### src/rtl/sprite_mem_pkg.sv
// Shared constants and state encoding for the sprite memory arbiter.
package sprite_mem_pkg;

    localparam int unsigned ADDR_W       = 14;
    localparam int unsigned DATA_W       = 9;
    localparam logic [DATA_W-1:0] CLEAR_VALUE = '0;
    localparam int unsigned READ_LATENCY = 3;

    typedef enum logic {
        RUN   = 1'b0,
        CLEAR = 1'b1
    } arb_state_t;

endpackage

### src/rtl/write_queue.sv
// Synchronous FIFO buffering instruction writes until a free memory slot.
module write_queue #(
    parameter int unsigned DEPTH = 4,
    parameter int unsigned WIDTH = 23
) (
    input  logic                     clk,
    input  logic                     reset,
    input  logic                     push,
    input  logic [WIDTH-1:0]         push_data,
    input  logic                     pop,
    output logic [WIDTH-1:0]         head,
    output logic [$clog2(DEPTH):0]   level,
    output logic                     full,
    output logic                     empty
);

    localparam int unsigned PTR_W = (DEPTH > 1) ? $clog2(DEPTH) : 1;
    localparam int unsigned LVL_W = $clog2(DEPTH) + 1;

    logic [WIDTH-1:0] store [DEPTH];
    logic [PTR_W-1:0] wr_ptr;
    logic [PTR_W-1:0] rd_ptr;
    logic             do_push;
    logic             do_pop;

    assign full    = (level == LVL_W'(DEPTH));
    assign empty   = (level == '0);
    assign do_push = push && !full;
    assign do_pop  = pop && !empty;
    assign head    = store[rd_ptr];

    // Pointers wrap naturally because DEPTH is a power of two
    always_ff @(posedge clk or posedge reset) begin
        if (reset) begin
            wr_ptr <= '0;
            rd_ptr <= '0;
            level  <= '0;
        end else begin
            if (do_push) wr_ptr <= wr_ptr + PTR_W'(1);
            if (do_pop)  rd_ptr <= rd_ptr + PTR_W'(1);
            level <= level + LVL_W'(do_push) - LVL_W'(do_pop);
        end
    end

    always_ff @(posedge clk) begin
        if (do_push) store[wr_ptr] <= push_data;
    end

endmodule

### src/rtl/sprite_memory_arbiter.sv
// Arbitrates the single-port sprite memory between pixel reads, queued
// instruction writes and a full-memory clear sweep.
module sprite_memory_arbiter
    import sprite_mem_pkg::*;
#(
    parameter int unsigned       ADDR_W      = sprite_mem_pkg::ADDR_W,
    parameter int unsigned       DATA_W      = sprite_mem_pkg::DATA_W,
    parameter int unsigned       WQ_DEPTH    = 4,
    parameter logic [DATA_W-1:0] CLEAR_VALUE = DATA_W'(sprite_mem_pkg::CLEAR_VALUE)
) (
    input  logic                        clk,
    input  logic                        reset,
    input  logic                        rd_req,
    input  logic [ADDR_W-1:0]           rd_addr,
    output logic [DATA_W-1:0]           rd_data,
    output logic                        rd_valid,
    input  logic                        wr_req,
    input  logic [ADDR_W-1:0]           wr_addr,
    input  logic [DATA_W-1:0]           wr_data,
    output logic                        wr_ready,
    output logic                        wr_done,
    output logic                        wr_overflow,
    output logic [$clog2(WQ_DEPTH):0]   queue_level,
    input  logic                        clr_req,
    output logic                        clr_busy,
    output logic                        clr_done,
    output logic [ADDR_W-1:0]           mem_addr,
    output logic [DATA_W-1:0]           mem_wdata,
    output logic                        mem_wren,
    input  logic [DATA_W-1:0]           mem_rdata
);

    localparam int unsigned ENTRY_W = ADDR_W + DATA_W;
    localparam int unsigned PIPE_D  = READ_LATENCY - 1;

    arb_state_t          state;
    logic [ADDR_W-1:0]   clr_cnt;
    logic [PIPE_D-1:0]   rd_pipe;
    logic [ENTRY_W-1:0]  wq_head;
    logic                wq_full;
    logic                wq_empty;
    logic                push;
    logic                grant_rd;
    logic                grant_clr;
    logic                grant_wr;
    logic                clr_last;

    assign wr_ready = !wq_full && (state == RUN);
    assign push     = wr_req && wr_ready;
    assign clr_last = grant_clr && (clr_cnt == '1);

    write_queue #(
        .DEPTH (WQ_DEPTH),
        .WIDTH (ENTRY_W)
    ) u_write_queue (
        .clk       (clk),
        .reset     (reset),
        .push      (push),
        .push_data ({wr_addr, wr_data}),
        .pop       (grant_wr),
        .head      (wq_head),
        .level     (queue_level),
        .full      (wq_full),
        .empty     (wq_empty)
    );

    // Slot grant: reads first, then clear sweep, then queue head
    always_comb begin
        grant_rd  = 1'b0;
        grant_clr = 1'b0;
        grant_wr  = 1'b0;
        if (rd_req) begin
            grant_rd = 1'b1;
        end else if (state == CLEAR) begin
            grant_clr = 1'b1;
        end else if (!wq_empty) begin
            grant_wr = 1'b1;
        end
    end

    always_ff @(posedge clk or posedge reset) begin
        if (reset) begin
            state       <= RUN;
            clr_cnt     <= '0;
            rd_pipe     <= '0;
            rd_data     <= '0;
            rd_valid    <= 1'b0;
            wr_done     <= 1'b0;
            wr_overflow <= 1'b0;
            clr_busy    <= 1'b0;
            clr_done    <= 1'b0;
            mem_addr    <= '0;
            mem_wdata   <= '0;
            mem_wren    <= 1'b0;
        end else begin
            mem_wren <= 1'b0;
            wr_done  <= 1'b0;
            clr_done <= 1'b0;

            // Read return: command, memory capture, then output register
            rd_pipe  <= {rd_pipe[PIPE_D-2:0], grant_rd};
            rd_valid <= rd_pipe[PIPE_D-1];
            if (rd_pipe[PIPE_D-1]) rd_data <= mem_rdata;

            if (wr_req && !wr_ready) wr_overflow <= 1'b1;

            if (grant_rd) begin
                mem_addr <= rd_addr;
            end else if (grant_clr) begin
                mem_addr  <= clr_cnt;
                mem_wdata <= CLEAR_VALUE;
                mem_wren  <= 1'b1;
                clr_cnt   <= clr_cnt + ADDR_W'(1);
            end else if (grant_wr) begin
                mem_addr  <= wq_head[ENTRY_W-1:DATA_W];
                mem_wdata <= wq_head[DATA_W-1:0];
                mem_wren  <= 1'b1;
                wr_done   <= 1'b1;
            end

            case (state)
                RUN: begin
                    if (clr_req) begin
                        state   <= CLEAR;
                        clr_cnt <= '0;
                    end
                end
                CLEAR: begin
                    if (clr_last) begin
                        state    <= RUN;
                        clr_done <= 1'b1;
                    end
                end
                default: state <= RUN;
            endcase

            // Busy stays up through the completion pulse cycle
            clr_busy <= (state == CLEAR) || clr_req;
        end
    end

endmodule

### config.mk
export PLATFORM = sky130hd
export DESIGN_NAME = sprite_memory_arbiter
export DESIGN_NICKNAME = d
export VERILOG_FILES = /design/src/rtl/sprite_mem_pkg.sv /design/src/rtl/write_queue.sv /design/src/rtl/sprite_memory_arbiter.sv
export SDC_FILE = /design/constraint.sdc
export NUM_CORES = 1
export LEC_CHECK = 0
export ABC_AREA = 1
export CORE_MARGIN = 10
export CORE_UTILIZATION = 36
export DETAILED_ROUTE_END_ITERATION = 7
export PLACE_DENSITY = 0.63
export SYNTH_ARGS = -nofsm -noshare
export SYNTH_HDL_FRONTEND = slang
export SYNTH_HIERARCHICAL = 1
export SYNTH_SLANG_ARGS = --single-unit
### constraint.sdc
create_clock -name clk -period 5.4 [get_ports clk]
set_input_delay 1.08 -clock clk [delete_from_list [all_inputs] [get_ports clk]]
set_output_delay 1.08 -clock clk [all_outputs]
set_load 0.05 [all_outputs]
; Word level (Yosys, flattened, before mapping)
; Memories as Yosys holds them, arrays and structs flattened.
; Cells that the tools add are included.
[word_totals]
reg_bits = 62
ramBits = 92
in_bits = 51
out_inout_bits = 42
word_cells = 66
memories = 1
[memory_table]
columns = memory, depth, word_bits, read_ports, rd_clocked_by_memory_dff, wr, line_no
row1 = u_write_queue.store, 4, 23, 1, 0, 1, write_queue.sv:20  ; logic [WIDTH-1:0] store [DEPTH];
[op_classes]
n_addsub = 5
n_eq_ne = 2
mux = 27
bitwise = 2
reduce_logical = 14
[op_table]
columns = operator, count
row1 = 2-to-1 mux 14 bit, 7
row2 = 2-to-1 mux 9 bit, 2
row3 = 2-to-1 mux 1 bit, 17
row4 = adder 14 x 1 -> 14 bit (second input constant), 1
row5 = equality test 14 bit (second input constant), 1
row6 = logical AND 1 bit, 6
row7 = adder 2 x 1 -> 2 bit (second input constant), 2
row8 = adder 3 x 1 -> 3 bit, 1
row9 = equality test 3 bit (second input constant), 1
row10 = logical NOT 1 bit, 3
row11 = logical NOT 3 bit, 1
row12 = nonzero test 3 bit, 1
row13 = subtractor 3 x 1 -> 3 bit, 1
row14 = inverter 1 bit, 2
row15 = one-hot mux 1 bit (2 select lines), 1
row16 = AND reduction 2 bit, 1
row17 = nonzero test 2 bit, 1
row18 = logical OR 1 bit, 1

; Longest topological paths before layout
; Gate-level depths: netlist (run 1).
[logic_depth]
ltp_word = 7
depth_mapped = 15

; Cells and area by module
; The synthesis (run 1) kept the hierarchy.
[modules_own_cells]
columns = mod, instances, cells_each, area_per_inst_um2
row1 = write_queue, 1, 351, 4103.9
row2 = sprite_memory_arbiter, 1, 290, 2587.5

; Worst setup path after synthesis (run 1)
; No wires, ideal clock.
[synth_path]
kind = input to register
startpoint = input port wr_req
endpoint = memory u_write_queue.store[0][0] (enable)
setup_ns = 0.403
arrival_ns = 2.536
path_slack_ns = 2.461
cell_stages = 4
path_buffers = 0
cell_sequence = inv_1 > nor3_1 > nand2_1 > nor2_1
[synth_via]
elab_chain_cells = 4
[synth_lines]
columns = item, line_no
row1 = "start, declared", sprite_memory_arbiter.sv:17  ; input logic wr_req,
row2 = logical AND 1 bit, sprite_memory_arbiter.sv:49  ; assign push = wr_req && wr_ready;
row3 = net push, sprite_memory_arbiter.sv:42  ; logic push;
row4 = logical AND 1 bit, write_queue.sv:28  ; assign do_push = push && !full;
row5 = 2-to-1 mux 1 bit, write_queue.sv:46  ; if (do_push) store[wr_ptr] <= push_data;
row6 = 2-to-1 mux 1 bit (implied by the code), write_queue.sv:46
row7 = "end, declared", write_queue.sv:20
; The timed path passes the listed nets, and every way through them passes these cells.

; Worst setup path after layout (run 1)
[layout_path]
startpoint = input port rd_req
endpoint = register u_write_queue.level[2]
[layout_via]
elab_chain_cells = 3
[layout_lines]
columns = item, line_no
row1 = "start, declared", sprite_memory_arbiter.sv:13  ; input logic rd_req,
row2 = 2-to-1 mux 1 bit, sprite_memory_arbiter.sv:72  ; if (rd_req) begin
row3 = net grant_wr, sprite_memory_arbiter.sv:45  ; logic grant_wr;
row4 = logical AND 1 bit, write_queue.sv:29  ; assign do_pop = pop && !empty;
row5 = net u_write_queue.do_pop, write_queue.sv:24  ; logic do_pop;
row6 = subtractor 3 x 1 -> 3 bit, write_queue.sv:41  ; level <= level + LVL_W'(do_push) - LVL_W'(do_pop);
row7 = "end signal, assigned", write_queue.sv:41
row8 = "end, declared", write_queue.sv:12  ; output logic [$clog2(DEPTH):0] level,
; The timed path passes the listed nets, and every way through them passes these cells.
; A chain may end at the register's enable or synchronous reset.

==> results of run 1 <==
[registers in the layout (all words and copies together), names as in the netlist, 2 cells and up]
| register | cells |
|---|---|
| mem_addr | 14 |
| u_write_queue/store | 92 |
| clr_cnt | 14 |
| u_write_queue/level | 3 |
| rd_data | 9 |
| u_write_queue/wr_ptr | 2 |
| u_write_queue/rd_ptr | 2 |
| rd_pipe | 2 |
| mem_wdata | 9 |
[layout by cell type (no fill, tap or decap), types with 4 or more instances in the layout]
cell type        count
o21ai_0             48
ha_1                 7
clkdlybuf4s50_1     92
a31oi_1             13
clkbuf_16           17
o21ai_1             10
nor2_2               8
buf_4                7
nor3_1               5
edfxtp_1            92
a21oi_1              8
mux2_2               9
inv_2                5
nand2_1            157
nand3_1             26
inv_1               59
nor2_1              84
clkinvlp_4           4
dfrtp_1             61
[worst max-delay path: stages]
cell	delay, ns
clkdlybuf4s50_1	0.46
buf_4	0.28
nor2_8	0.11
nand2_1	0.36
inv_2	0.20
nand2_1	0.12
inv_1	0.04
ha_1	0.26
inv_1	0.04
ha_1	0.18
fa_1	0.38
nand3b_1	0.16
nand2_1	0.06
[synth_stat cells (all sizes together)]
cell type | n | area (um^2)
a31oi | 13 | 81.33
buf | 27 | 222.7
mux2 | 9 | 101.4
a41oi | 1 | 8.760
ha | 7 | 87.58
nor3 | 5 | 25.02
inv | 65 | 246.5
nand3 | 26 | 130.1
a211oi | 1 | 7.510
o21bai | 1 | 7.510
nor2 | 96 | 417.9
fa | 1 | 20.02
dfrtp | 62 | 1551
nand3b | 1 | 7.510
o21ai | 58 | 290.3
a21boi | 1 | 7.510
a21oi | 8 | 40.04
edfxtp | 92 | 2763
nand2 | 160 | 623.1
xor2 | 2 | 17.52
nand4 | 2 | 12.51
a22oi | 3 | 22.52
[cells by family (layout without fill, tap and decap cells)]
logic type	Yosys count	after routing	synth area share (%)
buf+inv	92	196	7.012
simple gates	290	290	18.17
compound gates	86	86	6.956
flops	154	154	64.47
fa+ha+maj	8	8	1.608
xor+xnor	2	2	0.2618
mux	9	9	1.515
[report_power, final]
part	switching [W]	leakage [nW]	internal, W	total [W]
Sequential	0.0000812	1.60	0.00136	0.00144
Combinational	0.000677	1.60	0.000313	0.000990
Clock	0.000458	0.281	0.000752	0.00121
[area by class of cell]
| cell class | count | area share, % |
|---|---|---|
| multi-input cells | 395 | 22.98 |
| inverters | 65 | 2.954 |
| clock inverters | 10 | 1.694 |
| clock buffers | 22 | 5.562 |
| well taps | 229 | 3.433 |
| flip-flops and latches | 154 | 51.71 |
| repair buffers | 99 | 11.66 |
[layer usage]
layer / up-vias / GRT usage, % / wire length (um) / part of all wire (%)
met4: 0 / 3.371 / 145 / 0.98
met2: 122 / 18.87 / 6697 / 45
met3: 11 / 4.688 / 1091 / 7.4
li1: 2288 / - / - / -
met1: 2111 / 15.89 / 6887 / 46
met5: - / 0 / 0 / 0
[worst min path at each step]
| stage | startpoint | endpoint | slack (ns) | cells past startpoint |
|---|---|---|---|---|
| floorplan | rd_pipe[0] | rd_pipe[1] | 0.33 | 0 |
| global placement | rd_pipe[0] | rd_pipe[1] | 0.34 | 0 |
| detailed placement | rd_pipe[0] | rd_pipe[1] | 0.34 | 0 |
| CTS | rd_pipe[0] | rd_pipe[1] | 0.35 | 0 |
| global route | rd_pipe[0] | rd_pipe[1] | 0.36 | 0 |
| finish | rd_pipe[0] | rd_pipe[1] | 0.35 | 0 |
[stage by stage]
step | area, um^2 | instances | utilization (%) | hold WS, ns
after floorplan | 6691 | 641 | - | 0.3312
after global placement | 7740 | 942 | 42.65 | 0.3366
after detailed placement | 7740 | 942 | 42.65 | 0.3396
after CTS | 8346 | 974 | 45.99 | 0.3532
after global routing | 8346 | 974 | 45.99 | 0.3596
final | 8346 | 974 | 45.99 | 0.3509
==> impl_metrics.env, run 1 <==
export IMPL_grt_ovfl_total=0
export IMPL_crit_path_max_fanout=18
export IMPL_crit_arrival_ns=3.77
export IMPL_p_per_area_mw_per_mm2=436.4
export IMPL_wl_um=14820
export IMPL_worstMarginPinSlew_ns=0.7941
export IMPL_setup_ws_ns=1.991
export IMPL_reg2reg_to="u_write_queue/level[2]"
export IMPL_die_area_mm2=0.02444
export IMPL_p_leak_nw=3.482
export IMPL_initial_core_util_pct=36.87
export IMPL_period_minus_slack_ns=3.409
export IMPL_hold_viol_final=0
export IMPL_die_y_um=156.3
export IMPL_dieWidth_um=156.3
export IMPL_status="finished clean"
export IMPL_fin_tns_setup_ns=0
export IMPL_routabilityCongestion=0.8508
export IMPL_grt_pass1_wl_um=23440
export IMPL_r2r_start="u_write_queue/level[1]"
export IMPL_first_pass_iters=8
export IMPL_worstSetupStartpoint="rd_req"
export IMPL_diodes=0
export IMPL_drt_initial_drc_count=305
export IMPL_reg2reg_slack_ns=2.51
export IMPL_drive_gt1_share_pct=8.859
export IMPL_slew_violations=0
export IMPL_rows=49
export IMPL_fillers=1698
export IMPL_rsz0062_at_grt="false"
export IMPL_drc=0
export IMPL_ant_nets=0
export IMPL_finalNetCount=791
export IMPL_synth_yosys_seq_area_share_pct=64.47
export IMPL_antenna_found_initial=0
export IMPL_ff2ff_path_depth=14
export IMPL_criticalPathCategory="primary input to register"
export IMPL_grt_pass1_vias=4463
export IMPL_crit_required_ns=5.76
export IMPL_clock_sinks=154
export IMPL_finalCritPeriodShare_pct=63.12
export IMPL_worst_setup_path_start_kind="primary input"
export IMPL_wl_per_cell_um=15.22
export IMPL_ios=93
export IMPL_finalPower_w=0.003642
export IMPL_register_area_mm2=0.004315
export IMPL_cts_tree="built"
export IMPL_clk_pin_slew_ns=0.06
export IMPL_vias_per_cell=4.653
export IMPL_cp_end_kind="register"
export IMPL_ys_warn_count=6
export IMPL_dp_final_hpwl_um=10010
export IMPL_ys_ff_latch=154
export IMPL_crit_path_end="u_write_queue/level[2]"
export IMPL_synth_distinct_cells=32
export IMPL_multi_input_area_mm2=0.001918
export IMPL_syn_inst=641
export IMPL_max_slew_margin_pct=46.99
export IMPL_cts_buffer_depth=2
export IMPL_ir_drop_mv=0.2436
export IMPL_post_cts_resized=0
export IMPL_hold_class="register to register"
export IMPL_netlist_area_mm2=0.006691
export IMPL_synth_nets=700
export IMPL_cts_hold_buffers=0
export IMPL_clk_latency_ns=0.42
export IMPL_io_buffers=92
export IMPL_synth_avg_cell_area_um2=10.44
export IMPL_postCtsSetupBuffers=0
export IMPL_finalClockSkew_ns=0.008542
export IMPL_fmax_mhz=293.4
export IMPL_htreeDepth=4
export IMPL_area_growth_pct=24.72
export IMPL_max_cap_violations=0
export IMPL_setup_viol_count_final=0
export IMPL_coreArea_mm2=0.01815
export IMPL_vias=4532
export IMPL_grt_usage_pct=12.29
export IMPL_grt_max_degree=73
export IMPL_place_ws_ns=1.550
export IMPL_cts_root_buf="clkbuf_16"
export IMPL_cts_buffers=17
Note: power is estimated with default switching activity, not from simulation.
==> run 2: changes to the inputs <==
PLACE_DENSITY = 0.66   (was 0.63)
clock period = 2.9 ns   (was 5.4 ns; I/O delays follow)
==> run 2 against run 1 <==
Core utilization is 0.44 points higher. Final area is 0.96% higher. Critical path depth is 11 lower. Clock skew hardly changed. Power is 84% higher. Via count is 1.4% higher. Global-route usage is 0.089 points higher. Setup slack worse by 1.7 ns. Sequential cell count stayed put. Non-clock buffer count is 8 higher. Critical path type is now register to primary output. Largest power group unchanged.
==> impl_metrics.env, run 2 (same netlist as run 1, synthesis figures left out) <==
export IMPL_setup_viol_count_final=0
export IMPL_fillers=1666
export IMPL_regMostFlops="u_write_queue/store"
export IMPL_hold_viol_final=0
export IMPL_hold_class="register to register"
export IMPL_grt_pass1_wl_um=23800
export IMPL_slowest_stage="clkdlybuf4s50_1"
export IMPL_postCtsSetupBuffers=0
export IMPL_initial_core_util_pct=36.87
export IMPL_grt_max_degree=38
export IMPL_finalCritPeriodShare_pct=91.08
export IMPL_cts_hold_buffers=0
export IMPL_mostFrequentLayoutCells="157 x nand2_1, 92 x clkdlybuf4s50_1, 92 x edfxtp_1, 84 x nor2_1, 61 x dfrtp_1"
export IMPL_clk_pin_slew_ns=0.06
export IMPL_reg_largest_list="u_write_queue/store: 92 flops, clr_cnt: 14 flops, mem_addr: 14 flops"
export IMPL_crit_arrival_ns=2.06
export IMPL_crit_required_ns=2.32
export IMPL_coreArea_mm2=0.01815
export IMPL_cts_buffer_depth=2
export IMPL_mostFrequentLayoutCell="nand2_1"
export IMPL_finalClockSkew_ns=0.008840
export IMPL_dieWidth_um=156.3
export IMPL_grt_pass1_vias=4467
export IMPL_io_buffers=92
export IMPL_fin_tns_setup_ns=0
export IMPL_post_cts_resized=0
export IMPL_worst_setup_path_start_kind="register"
export IMPL_utilization_pct=46.43
export IMPL_dp_cells=950
export IMPL_fmax_mhz=378.6
export IMPL_die_area_mm2=0.02444
export IMPL_max_slew_margin_pct=57.87
export IMPL_rsz0062_at_grt="false"
export IMPL_slew_violations=0
export IMPL_die_y_um=156.3
export IMPL_area_growth_pct=25.92
export IMPL_routabilityCongestion=0.8431
export IMPL_grt_usage_pct=12.38
export IMPL_crit_chain="nor2_1 > clkdlybuf4s50_1"
export IMPL_wl_um=14830
export IMPL_p_per_area_mw_per_mm2=796.5
export IMPL_cts_tree="built"
export IMPL_criticalPathCategory="register to primary output"
export IMPL_vias_per_cell=4.673
export IMPL_instances_no_fill=983
export IMPL_ir_drop_mv=0.3662
export IMPL_drc=0
export IMPL_crit_path_max_fanout=8
export IMPL_p_leak_nw=3.530
export IMPL_clock_sinks=154
export IMPL_dp_final_hpwl_um=10300
export IMPL_wl_per_cell_um=15.09
export IMPL_status="finished clean"
export IMPL_ant_nets=0
export IMPL_largest_reg_flops=92
export IMPL_htreeDepth=4
export IMPL_worstMarginPinSlew_ns=0.6310
export IMPL_ios=93
export IMPL_cp_end_kind="primary output"
export IMPL_rows=49
export IMPL_drt_initial_drc_count=296
export IMPL_vias=4594
export IMPL_drive_gt1_share_pct=10.09
export IMPL_max_cap_violations=0
export IMPL_first_pass_iters=5
export IMPL_clk_latency_ns=0.42
export IMPL_grt_ovfl_total=0
export IMPL_slowest_delay_ns=0.84
export IMPL_antenna_found_initial=3
export IMPL_period_minus_slack_ns=2.641
export IMPL_cts_buffers=17
export IMPL_finalNetCount=799
export IMPL_cts_root_buf="clkbuf_16"
[run 2: changes by cell type in the layout (fill, tap and decap cells not counted), sizes merged]
cell and delta:
clkinvlp -2, clkinv +4, diode +1, buf +8
inv +3, clkbuf -4, bufinv -1
[run 2: per-layer routing]
layer / part of all wire, % / global-route usage (%) / vias up
li1: - / - / 2309
met1: 44 / 15.66 / 2147
met2: 46 / 19.28 / 121
met3: 8.6 / 4.523 / 13
met4: 0.82 / 4.045 / 4
met5: 0.23 / 0 / -
[run 2: worst max-delay path: cells and delay by family (launching register included)]
family	cells	cell delay, ns
AND/OR/NAND/NOR	1	0.22
buffers and inverters	1	0.84
flip-flops	1	0.59
[run 2: final cells by class]
| class | instances | area [um^2] | area share (%) |
|---|---|---|---|
| Inverter | 65 | 246.5 | 2.925 |
| Antenna cell | 1 | 2.502 | 0.02970 |
| Clock buffer | 18 | 429.2 | 5.094 |
| Tap cell | 229 | 286.5 | 3.401 |
| Sequential cell | 154 | 4315 | 51.22 |
| Clock inverter | 14 | 143.9 | 1.708 |
| Multi-Input combinational cell | 395 | 1918 | 22.77 |
| Timing Repair Buffer | 107 | 1084 | 12.86 |
[run 2: path summary, 6_finish.rpt]
| path | slack, ns | from | cells past startpoint | to |
|---|---|---|---|---|
| worst max-delay path | 0.26 | state | 2 | wr_ready |
| worst min-delay path | 0.34 | rd_pipe[0] | 0 | rd_pipe[1] |
| worst max register to register | 0.59 | state | 8 | u_write_queue/level[2] |
| worst min register to register | 0.34 | rd_pipe[0] | 0 | rd_pipe[1] |
| max in group asynchronous | 1.65 | reset | 3 | mem_wdata[4] |
| min in group asynchronous | 0.47 | reset | 2 | u_write_queue/level[1] |
[run 2: stage by stage]
step / worst slack [ns] / power, W / hold WS [ns] / instance area (um^2)
2_1_floorplan: 0.09357 / 0.004125 / 0.3312 / 6691
3_3_place_gp: 0.2808 / 0.004593 / 0.3326 / 7850
3_5_place_dp: 0.2198 / 0.004618 / 0.3347 / 7850
4_1_cts: 0.2163 / 0.006779 / 0.3446 / 8423
5_1_grt: 0.1521 / 0.007098 / 0.3480 / 8423
6_report: 0.2588 / 0.006711 / 0.3421 / 8426
[run 2: power breakdown]
group	internal [W]	switching, W	leakage (nW)
clock	0.00127	0.000880	0.279
sequential	0.00253	0.000212	1.60
combinational	0.000615	0.00120	1.65
total	0.00442	0.00229	3.53
